==> config.mk <==
export PLATFORM = sky130hd
export DESIGN_NAME = rv_write_back_flat
export DESIGN_NICKNAME = d
export VERILOG_FILES = /design/src/rtl/rv_pkg.sv /design/src/rtl/rv_write_back_if.sv /design/src/rtl/rv_load_align.sv /design/src/rtl/rv_write_back.sv /design/src/flat_wrapper.sv
export SDC_FILE = /design/constraint.sdc
export NUM_CORES = 1
export LEC_CHECK = 0
export BUFFER_PORTS_ARGS = -buffer_cell sky130_fd_sc_hd__buf_2
export CORE_ASPECT_RATIO = 0.9
export CORE_MARGIN = 5
export CORE_UTILIZATION = 53
export DETAILED_ROUTE_END_ITERATION = 6
export PLACE_DENSITY_LB_ADDON = 0.08
export SLEW_MARGIN = 20
export SYNTH_ARGS = -nofsm -noshare
export SYNTH_HDL_FRONTEND = slang
export SYNTH_SLANG_ARGS = --single-unit
==> constraint.sdc <==
create_clock -name i_clk -period 7.1 [get_ports i_clk]
set_input_delay 1.065 -clock i_clk [delete_from_list [all_inputs] [get_ports i_clk]]
set_output_delay 1.065 -clock i_clk [all_outputs]
set_load 0.02 [all_outputs]
==> src/rtl/rv_pkg.sv <==
// Shared definitions for the write-back stage: result-source encoding,
// load funct3 codes and the bus-wait FSM state type.
package rv_pkg;

    localparam logic [1:0] RESULT_SRC_ALU   = 2'd0;
    localparam logic [1:0] RESULT_SRC_MEM   = 2'd1;
    localparam logic [1:0] RESULT_SRC_PC_P4 = 2'd2;
    localparam logic [1:0] RESULT_SRC_TCM   = 2'd3;

    localparam logic [2:0] F3_LB  = 3'b000;
    localparam logic [2:0] F3_LH  = 3'b001;
    localparam logic [2:0] F3_LW  = 3'b010;
    localparam logic [2:0] F3_LBU = 3'b100;
    localparam logic [2:0] F3_LHU = 3'b101;

    typedef enum logic [0:0] {
        WB_IDLE = 1'b0,
        WB_WAIT = 1'b1
    } wb_state_t;

endpackage

==> src/rtl/rv_write_back_if.sv <==
// Data-bus read-return channel into the write-back stage.
interface rv_write_back_if;
    logic [31:0] bus_rdata;
    logic        bus_ack;

    // Bus side drives the read return
    modport master (output bus_rdata, output bus_ack);
    // Write-back stage consumes it
    modport slave  (input  bus_rdata, input  bus_ack);
endinterface

==> src/rtl/rv_load_align.sv <==
// Byte/half lane selection and sign/zero extension of load data.
module rv_load_align
    import rv_pkg::*;
(
    input  logic [31:0] i_data,
    input  logic [2:0]  i_funct3,
    input  logic [1:0]  i_addr,
    output logic [31:0] o_value
);

    function automatic logic [31:0] sext8(input logic [7:0] b);
        return {{24{b[7]}}, b};
    endfunction

    function automatic logic [31:0] sext16(input logic [15:0] h);
        return {{16{h[15]}}, h};
    endfunction

    logic [7:0]  w_byte;
    logic [15:0] w_half;

    // Pick the addressed byte and half-word lanes
    always_comb begin
        w_byte = i_data[7:0];
        case (i_addr)
            2'd0: w_byte = i_data[7:0];
            2'd1: w_byte = i_data[15:8];
            2'd2: w_byte = i_data[23:16];
            2'd3: w_byte = i_data[31:24];
            default: w_byte = i_data[7:0];
        endcase
        w_half = i_addr[1] ? i_data[31:16] : i_data[15:0];
    end

    // Extend according to load width/sign; unknown codes pass the full word
    always_comb begin
        o_value = i_data;
        case (i_funct3)
            F3_LB:   o_value = sext8(w_byte);
            F3_LH:   o_value = sext16(w_half);
            F3_LBU:  o_value = {24'd0, w_byte};
            F3_LHU:  o_value = {16'd0, w_half};
            default: o_value = i_data;
        endcase
    end

endmodule

==> src/rtl/rv_write_back.sv <==
// Write-back stage: registers the memory-stage outputs, stalls while a
// data-bus load waits for its ack (with timeout fault), aligns load data
// and drives the register-file write port.
module rv_write_back
    import rv_pkg::*;
#(
    parameter int TIMEOUT = 16
) (
    input  logic        i_clk,
    input  logic        i_reset,
    input  logic [31:0] i_alu_result,
    input  logic        i_reg_write,
    input  logic        i_mem_read,
    input  logic [4:0]  i_rd,
    input  logic [1:0]  i_res_src,
    input  logic [2:0]  i_funct3,
    input  logic [29:0] i_pc_p4,
    input  logic [31:0] i_tcm_rdata,
    rv_write_back_if.slave bus,
    output logic        o_stall,
    output logic        o_reg_write,
    output logic [4:0]  o_rd,
    output logic [31:0] o_result,
    output logic        o_bus_fault
);

    localparam logic [7:0] CNT_LAST = 8'(TIMEOUT - 1);

    logic        r_vld_p0;
    logic [31:0] r_alu_p0;
    logic        r_reg_write_p0;
    logic        r_mem_read_p0;
    logic [4:0]  r_rd_p0;
    logic [1:0]  r_res_src_p0;
    logic [2:0]  r_funct3_p0;
    logic [29:0] r_pc_p4_p0;

    wb_state_t   r_state, w_state_nxt;
    logic [7:0]  r_cnt, w_cnt_nxt;
    logic        w_stall, w_fault;
    logic        w_active, w_bus_load;
    logic [31:0] w_ld_data, w_ld_value;

    assign w_active   = r_vld_p0 & ~i_reset;
    assign w_bus_load = w_active & r_mem_read_p0 & (r_res_src_p0 == RESULT_SRC_MEM);

    // Stage valid: the only stage field that needs a reset value
    always_ff @(posedge i_clk) begin
        if (i_reset)
            r_vld_p0 <= 1'b0;
        else if (!w_stall)
            r_vld_p0 <= 1'b1;
    end

    // Memory-stage -> write-back boundary; held while stalled
    always_ff @(posedge i_clk) begin
        if (!w_stall) begin
            r_alu_p0       <= i_alu_result;
            r_reg_write_p0 <= i_reg_write;
            r_mem_read_p0  <= i_mem_read;
            r_rd_p0        <= i_rd;
            r_res_src_p0   <= i_res_src;
            r_funct3_p0    <= i_funct3;
            r_pc_p4_p0     <= i_pc_p4;
        end
    end

    // Bus-wait FSM state and timeout counter
    always_ff @(posedge i_clk) begin
        if (i_reset) begin
            r_state <= WB_IDLE;
            r_cnt   <= 8'd0;
        end else begin
            r_state <= w_state_nxt;
            r_cnt   <= w_cnt_nxt;
        end
    end

    // Next state, stall and fault; an ack always beats the timeout
    always_comb begin
        w_state_nxt = r_state;
        w_cnt_nxt   = r_cnt;
        w_stall     = 1'b0;
        w_fault     = 1'b0;
        case (r_state)
            WB_IDLE: begin
                if (w_bus_load && !bus.bus_ack) begin
                    w_stall     = 1'b1;
                    w_state_nxt = WB_WAIT;
                    w_cnt_nxt   = 8'd1;
                end
            end
            WB_WAIT: begin
                if (!w_bus_load || bus.bus_ack) begin
                    w_state_nxt = WB_IDLE;
                    w_cnt_nxt   = 8'd0;
                end else if (r_cnt == CNT_LAST) begin
                    w_fault     = 1'b1;
                    w_state_nxt = WB_IDLE;
                    w_cnt_nxt   = 8'd0;
                end else begin
                    w_stall   = 1'b1;
                    w_cnt_nxt = r_cnt + 8'd1;
                end
            end
            default: begin
                w_state_nxt = WB_IDLE;
                w_cnt_nxt   = 8'd0;
            end
        endcase
    end

    assign w_ld_data = (r_res_src_p0 == RESULT_SRC_TCM) ? i_tcm_rdata : bus.bus_rdata;

    rv_load_align u_align (
        .i_data   (w_ld_data),
        .i_funct3 (r_funct3_p0),
        .i_addr   (r_alu_p0[1:0]),
        .o_value  (w_ld_value)
    );

    // Result mux and register-file write port
    always_comb begin
        o_result = 32'd0;
        if (w_active) begin
            case (r_res_src_p0)
                RESULT_SRC_ALU:   o_result = r_alu_p0;
                RESULT_SRC_PC_P4: o_result = {r_pc_p4_p0, 2'b00};
                default:          o_result = w_ld_value;
            endcase
        end
        o_rd        = w_active ? r_rd_p0 : 5'd0;
        o_reg_write = w_active & r_reg_write_p0 & (~w_bus_load | bus.bus_ack) & ~w_fault;
        o_stall     = w_stall;
        o_bus_fault = w_fault;
    end

endmodule
==> src/flat_wrapper.sv <==
// flat-port wrapper written by rule: the top's interface ports become plain ports
module rv_write_back_flat import rv_pkg::*;
#(
    parameter int TIMEOUT = 16
)
  (i_clk, i_reset, i_alu_result, i_reg_write, i_mem_read, i_rd, i_res_src, i_funct3, i_pc_p4, i_tcm_rdata, o_stall, o_reg_write, o_rd, o_result, o_bus_fault, bus_bus_rdata, bus_bus_ack);
  rv_write_back_if bus_i ();
  input  logic i_clk;
  input  logic i_reset;
  input  logic [31:0] i_alu_result;
  input  logic i_reg_write;
  input  logic i_mem_read;
  input  logic [4:0] i_rd;
  input  logic [1:0] i_res_src;
  input  logic [2:0] i_funct3;
  input  logic [29:0] i_pc_p4;
  input  logic [31:0] i_tcm_rdata;
  output logic o_stall;
  output logic o_reg_write;
  output logic [4:0] o_rd;
  output logic [31:0] o_result;
  output logic o_bus_fault;
  input wire logic [$bits(bus_i.bus_rdata)-1:0] bus_bus_rdata;
  input wire logic [$bits(bus_i.bus_ack)-1:0] bus_bus_ack;
  assign bus_i.bus_rdata = bus_bus_rdata;
  assign bus_i.bus_ack = bus_bus_ack;
  rv_write_back #(.TIMEOUT(TIMEOUT)) u_core (.i_clk(i_clk), .i_reset(i_reset), .i_alu_result(i_alu_result), .i_reg_write(i_reg_write), .i_mem_read(i_mem_read), .i_rd(i_rd), .i_res_src(i_res_src), .i_funct3(i_funct3), .i_pc_p4(i_pc_p4), .i_tcm_rdata(i_tcm_rdata), .bus(bus_i), .o_stall(o_stall), .o_reg_write(o_reg_write), .o_rd(o_rd), .o_result(o_result), .o_bus_fault(o_bus_fault));
endmodule
==> results of run 1 <==
==> cells by family (layout without fill, tap and decap cells) <==
family / Yosys count / count (layout) / share of synthesized area
DFF: 84 / 84 / 0.533
AOI/OAI and AO/OA: 99 / 99 / 0.167
muxes: 64 / 64 / 0.146
and+or+nand+nor: 106 / 106 / 0.121
adders and majority gates: 1 / 1 / 0.00275
buffers and inverters: 32 / 208 / 0.0295
xor gates and xnor gates: 1 / 1 / 0.00193
==> worst max-delay path: cells and delay by family, from the launching register on <==
kind            cells  cell delay (ns)
simple gates        1             0.16
compound gates      4             1.56
flops               1             0.79
buf+inv             2             0.76
==> through the flow <==
stage | utilization | power (W) | hold WS, ns
floorplan | - | 0.000686 | 0.452
global placement | 0.651 | 0.000762 | 0.474
detailed placement | 0.651 | 0.000766 | 0.483
CTS | 0.672 | 0.00107 | 0.498
global route | 0.672 | 0.00112 | 0.535
finish | 0.672 | 0.00107 | 0.512
==> cells in the final DEF, fill, tap and decap left out, drive strengths merged, types with 2 or more instances in the layout <==
cell type  instances
a211oi             5
a2111oi            2
a31oi              7
o211ai             2
a311o              5
nor2              19
or4                2
mux2              18
nor2b              3
a311oi             3
edfxtp            74
a22o               6
clkinv             5
o311ai             3
a21oi             16
and2              22
o22ai              2
mux2i             46
o32ai             17
clkbuf             9
nand3              9
o21ai             17
inv                7
nor3               6
a2111o             4
and3               9
dfxtp             10
nand3b             5
buf              186
nand2             28
==> power breakdown <==
part	internal (W)	total (W)	switching, W
registers	0.000561	0.000573	0.0000120
logic	0.0000812	0.000183	0.000102
clock network	0.000129	0.000313	0.000184
==> worst max-delay path by stage <==
stage / startpoint / to / depth (start not counted)
3_3_place_gp: i_tcm_rdata[23] / o_result[27] / 7
4_1_cts: u_core.r_res_src_p0[1] / o_result[17] / 7
3_5_place_dp: u_core.r_res_src_p0[1] / o_result[17] / 7
2_1_floorplan: i_reset / u_core.r_alu_p0[0] / 6
6_report: u_core.r_res_src_p0[1] / o_result[17] / 7
5_1_grt: u_core.r_res_src_p0[1] / o_result[17] / 7
==> state kept, by name (all words and copies together), names as in the netlist <==
signal,count
u_core.r_res_src_p0,2
u_core.r_vld_p0,1
u_core.r_cnt,8
u_core.r_state,1
u_core.r_mem_read_p0,1
u_core.r_rd_p0,5
u_core.r_alu_p0,32
u_core.r_funct3_p0,3
u_core.r_pc_p4_p0,30
u_core.r_reg_write_p0,1
==> metal layers <==
layer,vias up,GRT usage
met5,-,0
met1,1885,0.327
met2,201,0.434
li1,1864,-
met3,27,0.0866
met4,2,0.0990
==> final cells by class <==
| cell class | instances | area [µm²] |
|---|---|---|
| inverter | 6 | 22.5 |
| tap | 119 | 149 |
| clock inverter | 7 | 51.3 |
| clock buffer | 9 | 124 |
| fill | 704 | 2780 |
| sequential | 84 | 2420 |
| multi-input combinational | 271 | 1990 |
| timing repair buffer | 186 | 946 |
==> impl_results.md, run 1 <==
- Most frequent cell after synthesis: edfxtp_1
- Synth cell types: 51
- Req. time, crit path: between 6 and 7 ns
- Hold Path Class: reg -> reg
- Boundary Pins: approximately 180
- DR WL/cell: approximately 20 µm
- Synth area leaders: edfxtp_1, mux2i_1, mux2_2, dfxtp_1, o32ai_1
- Final hold vios: 0
- R2R Setup Slk: roughly 3.8 ns
- Met2 wire length: slightly below 7000 µm
- Max-slew violations: 0
- CTS tree: done
- Outcome: finished, final reports clean
- Setup_tns: 0 ns
- DR top layer: met5
- Top cell type's share of synthesized area: 0.489
- Ant. Diodes: 0
- Grt total ovfl: 0
- Clk slew on worst S/H paths: approximately 0.09 ns
- Final setup margin: ~2.4 ns
- CTS root buf: clkbuf_8
- Mapped Cells: about 390
- Iter 0 DRT Violations: approximately 230
- Minimum clock period: 4.71 ns
- Crit-path cells: buf_4 > a21boi_0 > o311ai_1 > nor4_2 > o311ai_4 > o32ai_1 > buf_2
- Worst-Margin Slew: approximately 0.91 ns
- Die height: just under 100 µm
- Final critical-path share of the clock period: 0.664
- WL met1: roughly 5300 µm
- Number of max-cap violations: 0
- First-pass GRT wire length: 21,400 µm
- Largest net degree at the start of global routing: 48
- 1st-pass router iterations: 5
- Synth Register Bits: 84
- RePlAce Congestion: 0.844
- Top cells by count, synth: edfxtp_1, mux2i_1, nand2_1
- RSZ-0062 raised after global routing: no
- Hold Path End: u_core.r_cnt[7]
- Fin area: 0.00570 mm²
- Final net count: 700
- Worst r2r src: u_core.r_res_src_p0[1]
- Worst path max stage delay: between 0.8 and 0.9 ns
- Worst reg2reg path depth: 6
- Final setup viols: 0
- Vias in the first global route: 4,186
- Hold Path Cell Cnt: 2
- Synth async-reset ratio: 0
- Port Buffer Count: 180
- Vias: 3,979
- All-layer global routing usage: 0.265
- Crit-path max FO: 31
- Placed insts: roughly 670
- Placed Area: between 0.005 and 0.006 mm²
- EDFF count, synth: between 70 and 80
- Post-CTS Setup Bufs: 0
- Post-synthesis instance area: 0.00455 mm²
- CTS buffer count: 9
- Dpl hpwl: 10,000 µm
- Static Leak: 2.57 nW
- Initial antenna violation count: 1
- Core Rows: 32
- Fraction of layout cells with a size suffix above 1: 0.400
- Worst setup path class: reg -> out
- # H-tree levels: 3
- Syn Area/Cell: approximately 12 µm²
- Post-CTS sizing: 0
- # DRC: 0
- Hold_buf cts: 0
- Worst clock skew: around 0.013 ns
- Place WS: roughly 2.8 ns
- Net count after synthesis: 529
- R2R Path End: u_core.r_rd_p0[4]
- Clock sink count: 84
- Clk buf depth: 2
- Worst-skew pair later-pin latency: ~0.37 ns
- Slowest CP cell: o311ai_4
- Core ar.: 0.00849 mm²
- Initial core utilization: 0.536
- Highest Clock Rate: roughly 0.21 GHz
- Vias per std cell: 5.83
- Crit. End Element: primary output
- Worst slew margin relative to its limit: 0.393
- Power per cell area: around 190 mW/mm²
- Final ANT Viol Nets: 0
- Register area share after synthesis: 0.533
- Maximum vdd drop: 0.000135 V
- Worst Min Path Start: u_core.r_cnt[7]
- DR WL met3: around 1300 µm
- Area grow syn2layout: 25.5%
- Die area: 0.0105 mm²
- Overall routed net length: around 14,000 µm
- Yosys warning count: 0
- Chip Width: roughly 110 µm
- Top cell type by total area after synthesis: edfxtp_1
- Crit start category: flip-flop
- Finished Layout Cells: 682
- Main flop type after synthesis: edfxtp_1
- CP Data Arrival Time: about 3.7 ns
Note: power is estimated with default switching activity, not from simulation.
==> run 2, diff against run 1 <==
--- a/config.mk
+++ b/config.mk
@@ -8,7 +8,7 @@
 export BUFFER_PORTS_ARGS = -buffer_cell sky130_fd_sc_hd__buf_2
 export CORE_ASPECT_RATIO = 0.9
 export CORE_MARGIN = 5
-export CORE_UTILIZATION = 53
+export CORE_UTILIZATION = 49
 export DETAILED_ROUTE_END_ITERATION = 6
 export PLACE_DENSITY_LB_ADDON = 0.08
 export SLEW_MARGIN = 20
==> constraint.sdc (replaced) <==
create_clock -name i_clk -period 4.9 [get_ports i_clk]
set_input_delay 0.735 -clock i_clk [delete_from_list [all_inputs] [get_ports i_clk]]
set_output_delay 0.735 -clock i_clk [all_outputs]
set_load 0.02 [all_outputs]
==> run 2 against run 1 <==
- combinational power increased by 49%
- clock-buffer cell count unchanged
- die area up 7.4%
- non-clock buffer count is 2 higher
- utilization decreased by 3.8 points
- register-to-register slack got worse by 1.7 ns
- critical path depth did not move
- first-iteration DRC count grew 15%
- largest power group unchanged
- highest routed layer is now met4
==> impl_results.md, run 2 (synthesis gave the netlist of run 1 again) <==
- Initial antenna violation count: 1
- # H-tree levels: 3
- Worst slew margin relative to its limit: 0.478
- Crit-path max FO: 42
- Max reg flops: 32
- Hold_buf cts: 0
- Worst reg2reg path depth: 6
- Clk buf depth: 2
- Final net count: about 700
- Worst Min Path Start: u_core.r_cnt[7]
- Worst clock skew: ~0.01 ns
- RePlAce Congestion: around 0.84
- Vias in the first global route: between 3,000 and 4,000
- Overall routed net length: ~14,000 µm
- CTS root buf: clkbuf_8
- Net switching power: ~0.00044 W
- # DRC: 0
- R2R Path End: u_core.r_reg_write_p0
- Req. time, crit path: approximately 4.2 ns
- Net Sw Frac: 0.271
- Die area: roughly 0.011 mm²
- Outcome: finished, final reports clean
- Core Rows: 33
- Final critical-path share of the clock period: 0.784
- Max-slew violations: 0
- Final setup viols: 0
- Commonest non-fill, non-tap cells in the layout: buf_2, edfxtp_1, mux2i_1
- Multi-input logic area: slightly below 0.002 mm²
- Clock sink count: between 80 and 90
- Number of max-cap violations: 0
- Port Buffer Count: 180
- Minimum clock period: 3.84 ns
- Worst-Margin Slew: between 0.7 and 0.8 ns
- Core Util, Final: 0.634
- First-pass GRT wire length: 20,400 µm
- Chip Width: ~110 µm
- All-layer global routing usage: 0.234
- Vias per std cell: about 5.7
- Hold Path Class: reg -> reg
- Comb power frac: 0.169
- Worst r2r src: u_core.r_res_src_p0[0]
- Top reg by flops: u_core.r_alu_p0
- Vias: about 3,900
- Static Leak: 2.59 nW
- Sequential Power Share: 0.512
- Setup_tns: 0 ns
- Most common cell after layout, fill and taps aside: buf_2
- Final hold vios: 0
- Worst-skew pair later-pin latency: around 0.35 ns
- Power share of the clock group: 0.319
- Fraction of layout cells with a size suffix above 1: 0.404
- CTS tree: done
- 1st-pass router iterations: 5
- Core ar.: just over 0.009 mm²
- Area grow syn2layout: 26.6%
- Post-CTS Setup Bufs: 0
- Die height: between 100 and 150 µm
- Power per cell area: approximately 280 mW/mm²
- CTS buffer count: 9
- R2R Setup Slk: 2.04 ns
- Boundary Pins: roughly 180
- Highest Clock Rate: 0.260 GHz
- Post-CTS sizing: 0
- Worst setup path class: reg -> out
- Hold Path Cell Cnt: 2
- Largest regs: u_core.r_alu_p0: 32 flops, u_core.r_pc_p4_p0: 30 flops, u_core.r_cnt: 8 flops
- Final ANT Viol Nets: 0
- Crit. End Element: primary output
- RSZ-0062 raised after global routing: no
- Fillers: just under 800
- Largest net degree at the start of global routing: 51
- Dpl hpwl: slightly above 10,000 µm
- Overall power: 0.00161 W
- Clk slew on worst S/H paths: 0.09 ns
- Crit start category: flip-flop
- Register Area: 0.00242 mm²
- Grt total ovfl: 0
- Cell internal pwr: around 0.0012 W
- CP Data Arrival Time: 3.10 ns
- Hold Path End: u_core.r_cnt[7]
- Maximum vdd drop: ~0.00014 V
- Initial core utilization: 0.500
- Iter 0 DRT Violations: approximately 260
- DR WL/cell: about 20 µm
- Hold slack: approximately 0.5 ns
## run 2: cell count changes in the layout (fill, tap and decap cells not counted), sizes merged
cell      delta
diode        +2
bufinv       +1
inv          +2
buf          +2
clkinvlp     +1
clkinv       -4
## run 2: per-layer routing
metal / vias to the layer above / GRT usage / wire length, µm / part of all wire
met4: 0 / 0.0702 / 231 / 0.017
met5: - / 0 / 0 / 0
met3: 15 / 0.0717 / 1260 / 0.093
li1: 1871 / - / - / -
met2: 184 / 0.402 / 6700 / 0.49
met1: 1872 / 0.287 / 5370 / 0.40
## run 2: power by group through the flow
stage | registers, W | clock network (W) | logic [W]
2_1_floorplan | 0.000837 | 0 | 0.000156
4_1_cts | 0.000825 | 0.000527 | 0.000272
6_report | 0.000825 | 0.000515 | 0.000272
3_5_place_dp | 0.000841 | 0 | 0.000271
3_3_place_gp | 0.000840 | 0 | 0.000267
5_1_grt | 0.000828 | 0.000553 | 0.000294
## run 2: worst max-delay path, cell delays in order (launching register included)
cell	delay, ns
edfxtp_1	0.43
buf_4	0.29
and3_1	0.23
a2111oi_2	0.44
nor4_2	0.19
o311ai_4	0.72
o32ai_1	0.22
buf_2	0.22
## run 2: final cells by class
class	instances	area share
repair buffers	188	0.167
inverters	6	0.00391
multi-input cells	271	0.346
clock buffers	9	0.0215
clock inverters	7	0.0139
well taps	122	0.0265
flip-flops and latches	84	0.421
diodes	2	0.000869
## run 2: metrics by stage
stage                     area, µm²  cells  worst slack, ns
final                          5760    689             1.06
after global routing           5750    688            0.847
after CTS                      5750    687             1.07
after detailed placement       5550    671             1.34
after global placement         5550    671             1.43
after floorplan                4550    387             1.40
## run 2: worst max-delay path by stage
stage | startpoint | slack [ns] | to
CTS | u_core.r_res_src_p0[0] | 1.07 | o_result[28]
global placement | i_tcm_rdata[7] | 1.43 | o_result[31]
floorplan | i_reset | 1.40 | u_core.r_alu_p0[0]
detailed placement | i_tcm_rdata[23] | 1.34 | o_result[28]
global route | u_core.r_res_src_p0[0] | 0.85 | o_result[31]
finish | u_core.r_res_src_p0[0] | 1.06 | o_result[31]
